[config.mk]
export PLATFORM = sky130hd
export DESIGN_NAME = copro_dispatch
export DESIGN_NICKNAME = d
export VERILOG_FILES = /design/src/rtl/copro_pkg.sv /design/src/rtl/copro_fifo.sv /design/src/rtl/copro_dispatch.sv
export SDC_FILE = /design/constraint.sdc
export NUM_CORES = 1
export LEC_CHECK = 0
export CORE_MARGIN = 5
export CORE_UTILIZATION = 51
export DETAILED_ROUTE_END_ITERATION = 6
export GPL_TIMING_DRIVEN = 0
export PLACE_DENSITY = 0.72
export SYNTH_ARGS = -nofsm -noshare
export SYNTH_HDL_FRONTEND = slang
export SYNTH_SLANG_ARGS = --single-unit
[constraint.sdc]
create_clock -name clk -period 42.5 [get_ports clk]
set_input_delay 8.5 -clock clk [delete_from_list [all_inputs] [get_ports clk]]
set_output_delay 8.5 -clock clk [all_outputs]
set_load 0.05 [all_outputs]
[src/rtl/copro_pkg.sv]
// Shared types and constants for the float coprocessor dispatch stage.
// Defines the opcode set, the dispatcher state encoding and the FIFO payload layouts.
package copro_pkg;

    localparam int OPCODE_W = 11;

    localparam logic [OPCODE_W-1:0] OP_FADD = 11'd0;
    localparam logic [OPCODE_W-1:0] OP_FSUB = 11'd1;
    localparam logic [OPCODE_W-1:0] OP_FMUL = 11'd2;
    localparam logic [OPCODE_W-1:0] OP_FDIV = 11'd3;
    localparam logic [OPCODE_W-1:0] OP_LAST = 11'd3;

    typedef enum logic [1:0] {
        ST_IDLE  = 2'd0,
        ST_ISSUE = 2'd1,
        ST_WAIT  = 2'd2,
        ST_ACK   = 2'd3
    } dispatch_state_t;

    typedef struct packed {
        logic [OPCODE_W-1:0] opcode;
        logic [31:0]         op0;
        logic [31:0]         op1;
    } cmd_t;

    typedef struct packed {
        logic        err;
        logic [31:0] data;
    } res_t;

    localparam int CMD_W = $bits(cmd_t);
    localparam int RES_W = $bits(res_t);

    function automatic logic opcode_valid(input logic [OPCODE_W-1:0] op);
        return (op <= OP_LAST);
    endfunction

endpackage

[src/rtl/copro_fifo.sv]
// Pointer/count FIFO with asynchronous reset; head data reads as zero while empty.
// Push when full and pop when empty are ignored.
module copro_fifo #(
    parameter int WIDTH = 33,
    parameter int DEPTH = 4
) (
    input  logic             clk,
    input  logic             reset,
    input  logic             push,
    input  logic [WIDTH-1:0] push_data,
    input  logic             pop,
    output logic [WIDTH-1:0] head_data,
    output logic             full,
    output logic             empty
);

    localparam int PW = (DEPTH > 1) ? $clog2(DEPTH) : 1;
    localparam int CW = $clog2(DEPTH + 1);

    logic [WIDTH-1:0] mem_r [DEPTH];
    logic [PW-1:0]    wr_ptr_r;
    logic [PW-1:0]    rd_ptr_r;
    logic [CW-1:0]    count_r;
    logic             push_s;
    logic             pop_s;

    assign full   = (count_r == CW'(DEPTH));
    assign empty  = (count_r == CW'(0));
    assign push_s = push && !full;
    assign pop_s  = pop && !empty;

    // Storage array, cleared on reset so no stale payload is ever observable.
    always_ff @(posedge clk or posedge reset) begin
        if (reset) begin
            for (int i = 0; i < DEPTH; i++) begin
                mem_r[i] <= '0;
            end
        end else if (push_s) begin
            mem_r[wr_ptr_r] <= push_data;
        end
    end

    // Read/write pointers and occupancy; DEPTH is a power of two so pointers wrap naturally.
    always_ff @(posedge clk or posedge reset) begin
        if (reset) begin
            wr_ptr_r <= PW'(0);
            rd_ptr_r <= PW'(0);
            count_r  <= CW'(0);
        end else begin
            if (push_s) begin
                wr_ptr_r <= wr_ptr_r + PW'(1);
            end
            if (pop_s) begin
                rd_ptr_r <= rd_ptr_r + PW'(1);
            end
            case ({push_s, pop_s})
                2'b10:   count_r <= count_r + CW'(1);
                2'b01:   count_r <= count_r - CW'(1);
                default: count_r <= count_r;
            endcase
        end
    end

    // Head output, forced to zero while empty.
    always_comb begin
        head_data = '0;
        if (!empty) begin
            head_data = mem_r[rd_ptr_r];
        end else begin
            head_data = '0;
        end
    end

endmodule

[src/rtl/copro_dispatch.sv]
// Issue stage between the CPU user-instruction port and float_copro: buffers commands,
// issues one at a time, filters unsupported opcodes and queues results for the CPU.
module copro_dispatch #(
    parameter int CDEPTH  = 4,
    parameter int RDEPTH  = 4,
    parameter int TIMEOUT = 255
) (
    input  logic        clk,
    input  logic        reset,
    input  logic        cmd_valid,
    output logic        cmd_ready,
    input  logic [10:0] cmd_opcode,
    input  logic [31:0] cmd_op0,
    input  logic [31:0] cmd_op1,
    output logic        res_valid,
    input  logic        res_ready,
    output logic [31:0] res_data,
    output logic        res_err,
    output logic        copro_valid,
    output logic        copro_accept,
    output logic [10:0] copro_opcode,
    output logic [31:0] copro_op0,
    output logic [31:0] copro_op1,
    input  logic        copro_complete,
    input  logic [31:0] copro_result,
    output logic        busy
);

    import copro_pkg::*;

    localparam int             TW           = $clog2(TIMEOUT + 1);
    localparam logic [TW-1:0]  TIMEOUT_LAST = TW'(TIMEOUT - 1);

    dispatch_state_t     state_r;
    dispatch_state_t     state_next_s;
    cmd_t                cmd_in_s;
    cmd_t                cmd_head_s;
    logic                cmd_full_s;
    logic                cmd_empty_s;
    logic                cmd_push_s;
    logic                cmd_pop_s;
    res_t                res_push_data_s;
    res_t                res_head_s;
    logic                res_full_s;
    logic                res_empty_s;
    logic                res_push_s;
    logic                load_s;
    logic                accept_s;
    logic [TW-1:0]       wait_cnt_r;
    logic                copro_valid_r;
    logic [OPCODE_W-1:0] opcode_r;
    logic [31:0]         op0_r;
    logic [31:0]         op1_r;

    assign cmd_in_s   = '{opcode: cmd_opcode, op0: cmd_op0, op1: cmd_op1};
    assign cmd_ready  = !cmd_full_s && !reset;
    assign cmd_push_s = cmd_valid && cmd_ready;

    copro_fifo #(.WIDTH(CMD_W), .DEPTH(CDEPTH)) u_cmd_fifo (
        .clk       (clk),
        .reset     (reset),
        .push      (cmd_push_s),
        .push_data (cmd_in_s),
        .pop       (cmd_pop_s),
        .head_data (cmd_head_s),
        .full      (cmd_full_s),
        .empty     (cmd_empty_s)
    );

    copro_fifo #(.WIDTH(RES_W), .DEPTH(RDEPTH)) u_res_fifo (
        .clk       (clk),
        .reset     (reset),
        .push      (res_push_s),
        .push_data (res_push_data_s),
        .pop       (res_ready),
        .head_data (res_head_s),
        .full      (res_full_s),
        .empty     (res_empty_s)
    );

    // State register.
    always_ff @(posedge clk or posedge reset) begin
        if (reset) begin
            state_r <= ST_IDLE;
        end else begin
            state_r <= state_next_s;
        end
    end

    // Next-state, FIFO pops/pushes and acknowledge decode.
    always_comb begin
        state_next_s    = state_r;
        cmd_pop_s       = 1'b0;
        res_push_s      = 1'b0;
        res_push_data_s = '0;
        load_s          = 1'b0;
        accept_s        = 1'b0;
        case (state_r)
            ST_IDLE: begin
                // A completion seen while idle is left over from before a reset: flush it.
                if (copro_complete) begin
                    accept_s = 1'b1;
                end else if (!cmd_empty_s && !res_full_s) begin
                    cmd_pop_s = 1'b1;
                    if (opcode_valid(cmd_head_s.opcode)) begin
                        load_s       = 1'b1;
                        state_next_s = ST_ISSUE;
                    end else begin
                        res_push_s      = 1'b1;
                        res_push_data_s = '{err: 1'b1, data: 32'd0};
                    end
                end else begin
                    state_next_s = ST_IDLE;
                end
            end
            ST_ISSUE: begin
                state_next_s = ST_WAIT;
            end
            ST_WAIT: begin
                if (copro_complete) begin
                    res_push_s      = 1'b1;
                    res_push_data_s = '{err: 1'b0, data: copro_result};
                    state_next_s    = ST_ACK;
                end else if (wait_cnt_r == TIMEOUT_LAST) begin
                    res_push_s      = 1'b1;
                    res_push_data_s = '{err: 1'b1, data: 32'd0};
                    state_next_s    = ST_ACK;
                end else begin
                    state_next_s = ST_WAIT;
                end
            end
            ST_ACK: begin
                accept_s     = 1'b1;
                state_next_s = ST_IDLE;
            end
            default: begin
                state_next_s = ST_IDLE;
            end
        endcase
    end

    // WAIT-cycle counter, zero on entry to WAIT.
    always_ff @(posedge clk or posedge reset) begin
        if (reset) begin
            wait_cnt_r <= TW'(0);
        end else if (state_r == ST_WAIT) begin
            wait_cnt_r <= wait_cnt_r + TW'(1);
        end else begin
            wait_cnt_r <= TW'(0);
        end
    end

    // Operand registers and the one-cycle issue strobe.
    always_ff @(posedge clk or posedge reset) begin
        if (reset) begin
            opcode_r      <= 11'd0;
            op0_r         <= 32'd0;
            op1_r         <= 32'd0;
            copro_valid_r <= 1'b0;
        end else begin
            if (load_s) begin
                opcode_r <= cmd_head_s.opcode;
                op0_r    <= cmd_head_s.op0;
                op1_r    <= cmd_head_s.op1;
            end
            copro_valid_r <= (state_next_s == ST_ISSUE);
        end
    end

    assign copro_valid  = copro_valid_r;
    assign copro_accept = accept_s;
    assign copro_opcode = opcode_r;
    assign copro_op0    = op0_r;
    assign copro_op1    = op1_r;
    assign res_valid    = !res_empty_s;
    assign res_data     = res_head_s.data;
    assign res_err      = res_head_s.err;
    assign busy         = (state_r != ST_IDLE) || !cmd_empty_s;

endmodule

### Word-level counts from Yosys, hierarchy flattened

Cells that the tools add are included.

* bits in registers: 532
* input port bits: 112
* output and inout port bits: 113
* word-level logic and storage cells: 116

* add/subtract/negate cells: 9
* $lt $le $gt $ge: 7
* eq/ne operators: 11
* mux-type cells: 44
* bitwise gates (word level): 4
* reduce and logical (&&, ||, !) cells: 21

Operators with widths (number)
* 300-bit bitwise mux: 1
* 75-bit two-way mux: 4
* 33-bit two-way mux: 9
* 75-bit binary-select mux with 2-bit select: 1
* 75-bit demux with 2-bit select: 1
* 132-bit bitwise mux: 1
* 33-bit binary-select mux with 2-bit select: 1
* 33-bit demux with 2-bit select: 1
* 33-bit case mux with 2 select lines: 1
* 1-bit two-way mux: 15
* 3-bit greater-or-equal comparator (second input constant): 4
* 2-bit inverter with 3-bit output: 4
* 3-bit case mux with 2 select lines: 2
* 11-bit by 2-bit <= comparator with 1-bit output (second input constant): 1
* 1-bit logical AND: 9
* 2-bit by 1-bit adder with 2-bit output (second input constant): 4
* 8-bit by 1-bit adder with 8-bit output (second input constant): 1
* 2-bit by 1-bit equality test with 1-bit output (second input constant): 4
* 2-bit equality test (second input constant): 4
* 8-bit equality test (second input constant): 1
* 8-bit two-way mux: 1
* 2-bit case mux with 4 select lines: 1
* 3-bit by 1-bit adder with 3-bit output (second input constant): 2
* 3-bit equality test (second input constant): 2
* 9 further kinds: 21

### Longest topological paths before layout

Gate-level depths: netlist (run 1).

* word-level depth: 13
* depth in mapped cells: 14
* gate-level depth less buffers: 13

### Hierarchy

A second synthesis (run 1) with hierarchy kept.

* cells, all modules: 1504
* area, all modules: 24353.4 sq um

Modules (own cells, without submodules)
* copro_fifo (u_cmd_fifo): times used 1, cells each 849, area each 13753.2 sq um, seq. area each 7682.4 sq um
* copro_fifo (u_res_fifo): times used 1, cells each 395, area each 6842.8 sq um, seq. area each 3478.3 sq um
* copro_dispatch: times used 1, cells each 260, area each 3757.4 sq um, seq. area each 2152.1 sq um

### Worst setup path before layout (run 1)

No wires, ideal clock.

* kind: input port to output port
* from: input port reset
* to: output port cmd_ready
* data arrival time: 9.328 ns
* required time: 34.000 ns
* setup slack: 24.672 ns
* cell stages on the path: 1
* buffers on the path: 0
* path through: a31oi_1

* longest elaborated chain between the ends: 2

Ends and longest elaborated chain
* start: declaration: RTL line copro_dispatch.sv:9 `input logic reset,`
* 1-bit zero test (no source line)
* 1-bit logical AND: RTL line copro_dispatch.sv:56 `assign cmd_ready = !cmd_full_s && !reset;`
* end: declaration: RTL line copro_dispatch.sv:11 `output logic cmd_ready,`

Every way passes these cells.

### Worst setup path in the final report (run 1)

* from: input port copro_complete
* to: output port copro_accept

* longest elaborated chain between the ends: 2

Ends and longest elaborated chain
* start: declaration: RTL line copro_dispatch.sv:24 `input logic copro_complete,`
* 1-bit two-way mux: RTL line copro_dispatch.sv:101 `if (copro_complete) begin`
* 1-bit case mux with 2 select lines: RTL line copro_dispatch.sv:98 `case (state_r)`
* end: declaration: RTL line copro_dispatch.sv:20 `output logic copro_accept,`

Every way passes these cells.

==> impl_metrics.yaml, run 1 <==
status:
  status: "complete, no violations"
timing:
  rsz0062_at_grt: "false"
  maxSlewHeadroom_pct: 39.1
  period_share_pct: 43.8
  hold_violations: 0
  clock_skew_ns: 0.0144
  clock.fmax_ghz: 0.0538
  report.final.setup_viol: 0
  report.final.slew_viol_count: 0
  fin_crit_ns: 18.60
  fin_tns_setup_ns: 0
  setup_ws_ns: 23.90
  tightest_slew_ns: 0.914
clock_tree:
  cts_sinks: 532
  h-tree-depth: 2
  cts.root.buffer_cell: "clkbuf_16"
  cts_resized: 0
  clk_pin_slew_worst_paths_ns: 0.05
  cts_tree: "built"
  cts_made_buffers: 56
  postCtsHoldBufs: 0
  clk_path_buf_depth: 3
  post_cts_buffers: 0
  clk_latency_ns: 0.59
logic_synthesis:
  postSynthAreaPerCell_sq_um: 14.9
  async_flop_share_pct: 100
  synth_nets: 1696
  synthTopCellsByArea: "dfrtp_1, mux2_2, mux4_2, a32o_1, mux2i_1"
  synth_seq_area_share_pct: 57.1
  synth_top_area_share_pct: 57.1
  syn_inst: 1566
  postSynth.topFlopCell: "dfrtp_1"
  synth-edff-count: 0
  synth_cell_type_count: 42
  yosysTopAreaCell: "dfrtp_1"
  yosys_warnings: 0
  ys_ff_latch: 532
  synth_area_sq_um: 23300
critical_path:
  cpMostUsedCell: "clkdlybuf4s50_1"
  arrival_ns: 10.10
  crit_family: "buffers and inverters"
  cp_num_cells: 4
  required_ns: 34.00
  path_max_fanout: 4
  max_stage_delay_ns: 0.88
  path_cells: "clkdlybuf4s50_1, a21oi_1, nor2_1, clkdlybuf4s50_1"
  r2r_cells: 12
  cp-end-kind: "output port"
  cp_slowest_cell: "clkdlybuf4s50_1"
  critical_path_class: "input pin to output port"
  worstSetupStartpointType: "input pin"
  cp.buffers_inverters: 2
place:
  gp_congestion: 0.788
  pre_cts_ws_ns: 23.89
  io_buffers: 224
  dp_cells: 2394
  hpwl_um: 37600
power_and_ir_drop:
  seqPwrFrac_pct: 35.6
  switchingPower_w: 0.000879
  intPower_w: 0.00153
  irDropWorstVdd_mv: 0.0545
  comb_power_share_pct: 43.8
  leakage_nw: 12.7
  powerDensity_nw_per_um2: 85.1
  clkPwrFrac_pct: 20.7
  p_sw_share_pct: 36.5
min_path:
  hp-class: "flip-flop to flip-flop"
  min_delay_path_depth: 1
grt:
  grt_pass1_vias: 15800
  grt_antenna_before_repair: 11
  grt_max_degree: 137
  track_usage_pct: 22.5
  gr-total-overflow: 0
  grt_pass1_wl_um: 89500
detailed_routing:
  first_pass_iters: 5
  ant_nets: 0
  avgRoutedWirePerCell_um: 22.3
  drt_iter0_markers: 1102
  via_per_inst: 5.76
  routed_wirelength_um: 55700
  drc: 0
  vias: 14400
die:
  die_w_um: 224
  dieArea_sq_um: 50100
  rows: 78
  die_h_um: 224
  initial_core_util_pct: 51.5
  pin_count: 225
  core-area_sq_um: 45300
finish:
  area_growth_pct: 21.5
  layout-drive-gt1-share_pct: 29.3
  final_common_cell: "dfrtp_1"
  fill_cells: 3484
  finalNetCount: 1982
  finalNonFillerCells: 2499
  final_cell_mix: "dfrtp_1, mux2_2, clkdlybuf4s50_1, a32o_1, mux4_2"
job:
  max-cap-violations: 0
==> power by group through the flow <==
stage	logic [W]	clock network (W)	registers (W)
global route	0.00113	0.000530	0.000885
finish	0.00105	0.000498	0.000857
floorplan	0.000669	0	0.000939
CTS	0.00107	0.000508	0.000857
global placement	0.00104	0	0.000850
detailed placement	0.00106	0	0.000864
==> per-stage QoR <==
| stage | area (sq um) | utilization [%] | hold WS (ns) | power, W |
|---|---|---|---|---|
| detailed placement | 26400 | 58.4 | 0.469 | 0.00193 |
| global placement | 26300 | 58.1 | 0.462 | 0.00189 |
| global route | 28300 | 62.5 | 0.498 | 0.00255 |
| finish | 28300 | 62.5 | 0.471 | 0.00241 |
| CTS | 28300 | 62.5 | 0.476 | 0.00243 |
| floorplan | 23300 | - | 0.446 | 0.00161 |
==> Yosys cell counts, types with 3 or more instances <==
library cell  count
inv_1            88
ha_1             16
o31ai_4           4
mux2i_1          67
o21ai_0           6
nor2_1            6
buf_6            13
xnor2_1           9
buf_1             8
a32o_1          128
clkbuf_1         60
xor2_1            7
buf_2            41
nor2b_1           4
nor4_1            5
mux2_2          301
nand3_1           9
mux4_2           99
dfrtp_1         532
and3_1            3
and2_1           48
nor3_1            5
or3_1             4
a22oi_1           5
nand2_1          75
==> sequential cells by signal, summed over array words and instances, names as in the netlist, 3 cells and up <==
signal	cells
u_cmd_fifo.mem_r	300
u_res_fifo.mem_r	132
copro_op0	32
copro_op1	32
copro_opcode	11
wait_cnt_r	8
u_cmd_fifo.count_r	3
u_res_fifo.count_r	3
==> cells by family (layout without fill, tap and decap cells) <==
group	after synthesis	in the layout	synth area share, %
AO/OA/AOI/OAI	152	152	6.47
XOR/XNOR	16	16	0.601
adder cells (fa/ha/maj)	18	18	1.03
buffers and inverters	210	538	4.02
flip-flops	532	532	57.1
multiplexers	468	468	27.0
other	0	5	0
AND/OR/NAND/NOR	170	170	3.74
==> routing by layer <==
metal	track usage, %	vias up	wire (um)
met1	29.6	7572	22900
met2	37.7	387	28000
met5	0	-	80
li1	-	6338	-
met3	4.70	90	3160
met4	7.51	14	1460
==> cell type report <==
cell class	count	area (sq um)	share of cell area, %
sequential	532	13300	47.0
timing repair buffer	228	2350	8.31
clock buffer	86	1690	5.95
antenna	5	12.5	0.0442
inverter	88	338	1.19
clock inverter	14	198	0.698
multi-input combinational	824	9060	32.0
tap	600	751	2.65
buffer	122	607	2.14
==> worst paths after layout <==
| path | startpoint | slack [ns] | end |
|---|---|---|---|
| min in group asynchronous | reset | 8.38 | u_cmd_fifo.count_r[0]$_DFFE_PP0P_ |
| setup / recovery | copro_complete | 23.90 | copro_accept |
| hold reg to reg | u_res_fifo.count_r[2]$_DFFE_PP0P_ | 0.47 | u_res_fifo.count_r[2]$_DFFE_PP0P_ |
| setup reg to reg | u_cmd_fifo.rd_ptr_r[1]$_DFFE_PP0P_ | 39.35 | u_res_fifo.count_r[2]$_DFFE_PP0P_ |
| hold / removal | u_res_fifo.count_r[2]$_DFFE_PP0P_ | 0.47 | u_res_fifo.count_r[2]$_DFFE_PP0P_ |
| max in group asynchronous | reset | 32.55 | copro_op1[18]$_DFFE_PP0P_ |
Note: power is estimated with default switching activity, not from simulation.
==> run 2: changes to the inputs <==
- PLACE_DENSITY: 0.72 -> 0.75
- clock period: 42.5 -> 15.9 ns (I/O delays scaled with it)
==> run 2 against run 1 <==
Die area unchanged. Worst hold slack improved by 0.011 ns. Register-to-register slack got worse by 27 ns. Setup slack got worse by 16 ns. Core utilization increased by 0.50 points. Sequential power increased to 2.7 times the previous value.
==> impl_metrics.yaml, run 2 (synthesis gave the netlist of run 1 again) <==
grt:
  grt_pass1_wl_um: 89900
  grt_max_degree: 46
  grt_pass1_vias: 16000
  gr-total-overflow: 0
  grt_antenna_before_repair: 8
  track_usage_pct: 22.6
finish:
  final_util_pct: 63.0
  final_common_cell: "dfrtp_1"
  top_regs: "u_cmd_fifo.mem_r (300), u_res_fifo.mem_r (132)"
  final_cell_mix: "dfrtp_1, mux2_2, clkdlybuf4s50_1, a32o_1, mux4_2"
  finalNetCount: 1990
  design_area_sq_um: 28500
  layout-drive-gt1-share_pct: 30.1
  regMostFlops: "u_cmd_fifo.mem_r"
  largest_reg_flops: 300
  area_growth_pct: 22.4
detailed_routing:
  drc: 0
  routed_wirelength_um: 55900
  m1WireLength_um: 22700
  met3WireLength_um: 3340
  ant_nets: 0
  vias: 14500
  drt_iter0_markers: 1126
  wl_met2_um: 28300
  avgRoutedWirePerCell_um: 22.3
  first_pass_iters: 5
  via_per_inst: 5.80
  highest_layer: "met5"
die:
  core-area_sq_um: 45300
  initial_core_util_pct: 51.5
  dieArea_sq_um: 50100
  die_w_um: 224
  pin_count: 225
  rows: 78
  die_h_um: 224
clock_tree:
  cts_resized: 0
  cts_made_buffers: 55
  h-tree-depth: 2
  post_cts_buffers: 0
  clk_latency_ns: 0.58
  clk_path_buf_depth: 3
  postCtsHoldBufs: 0
  clk_pin_slew_worst_paths_ns: 0.06
  cts.root.buffer_cell: "clkbuf_16"
  cts_tree: "built"
  cts_sinks: 532
timing:
  hold_violations: 0
  tightest_slew_ns: 0.922
  maxSlewHeadroom_pct: 38.4
  fin_crit_ns: 7.91
  fin_tns_setup_ns: 0
  report.final.slew_viol_count: 0
  clock.fmax_ghz: 0.126
  report.final.setup_viol: 0
  period_share_pct: 49.8
  clock_skew_ns: 0.0120
  rsz0062_at_grt: "false"
critical_path:
  required_ns: 12.72
  r2r_cells: 13
  regToRegSetupSlack_ns: 12.80
  worst_r2r_endpoint: "u_res_fifo.count_r[2]$_DFFE_PP0P_"
  r2r_start: "u_cmd_fifo.count_r[0]$_DFFE_PP0P_"
  worstSetupStartpointType: "input pin"
  critical_path_class: "input pin to output port"
  cp-end-kind: "output port"
  path_max_fanout: 4
  arrival_ns: 4.73
place:
  gp_congestion: 0.827
  hpwl_um: 38100
  io_buffers: 224
  placed_area_sq_um: 26600
power_and_ir_drop:
  leakage_nw: 12.9
  clkPwrFrac_pct: 21.1
  p_sw_share_pct: 36.4
  comb_power_share_pct: 43.5
  intPower_w: 0.00413
  p_total_w: 0.00649
  irDropWorstVdd_mv: 0.155
  switchingPower_w: 0.00236
  powerDensity_nw_per_um2: 227
  seqPwrFrac_pct: 35.5
min_path:
  min-delay-start: "copro_opcode[8]$_DFFE_PP0P_"
  holdPathEnd: "copro_opcode[8]$_DFFE_PP0P_"
  min_delay_path_depth: 1
  hp-class: "flip-flop to flip-flop"
job:
  max-cap-violations: 0
status:
  status: "complete, no violations"
[run 2: changes by cell type in the layout (fill, tap and decap cells not counted)]
cell	delta
clkbuf_8	+1
inv_8	-1
clkinv_2	+8
clkbuf_1	-8
clkinvlp_4	+1
buf_16	-4
buf_12	+13
diode_2	-2
bufinv_16	+2
[run 2: area by class of cell]
class	count	area [sq um]
fill	3388	16700
sequential	532	13300
multi-input combinational	824	9060
timing repair buffer	237	2500
clock buffer	79	1670
tap	600	751
buffer	122	607
inverter	88	334
clock inverter	24	298
antenna	3	7.51
[run 2: power groups by stage]
stage	Combinational (W)	Clock [W]	Sequential (W)
finish	0.00282	0.00137	0.00230
global route	0.00303	0.00145	0.00237
CTS	0.00285	0.00140	0.00230
detailed placement	0.00283	0	0.00231
global placement	0.00276	0	0.00228
floorplan	0.00179	0	0.00251
[run 2: per-layer routing]
metal	GRT usage [%]	up-vias
met4	7.21	6
met2	38.3	410
met5	0	-
li1	-	6357
met1	29.5	7673
met3	4.82	100
[run 2: worst max-delay path, stage by stage]
cell and delay [ns]:
clkdlybuf4s50_1 0.53, a21oi_1 0.08, nor2_1 0.09, clkdlybuf4s50_1 0.84
[run 2: metrics by stage]
| stage | setup WS (ns) | instances | hold slack, ns |
|---|---|---|---|
| 2_1_floorplan | 5.49 | 1566 | 0.446 |
| 3_3_place_gp | 2.61 | 2390 | 0.463 |
| 3_5_place_dp | 7.98 | 2403 | 0.474 |
| 4_1_cts | 7.97 | 2506 | 0.489 |
| 5_1_grt | 7.91 | 2508 | 0.500 |
| 6_report | 7.99 | 2509 | 0.482 |
[run 2: worst max path at each step]
stage,from,end,slack (ns),cells after the start
3_3_place_gp,reset,u_cmd_fifo.mem_r[99]$_DFFE_PP0P_,2.61,2
3_5_place_dp,copro_complete,copro_accept,7.98,4
4_1_cts,copro_complete,copro_accept,7.97,4
5_1_grt,copro_complete,copro_accept,7.91,4
2_1_floorplan,reset,copro_op0[0]$_DFFE_PP0P_,5.49,1
6_report,copro_complete,copro_accept,7.99,4
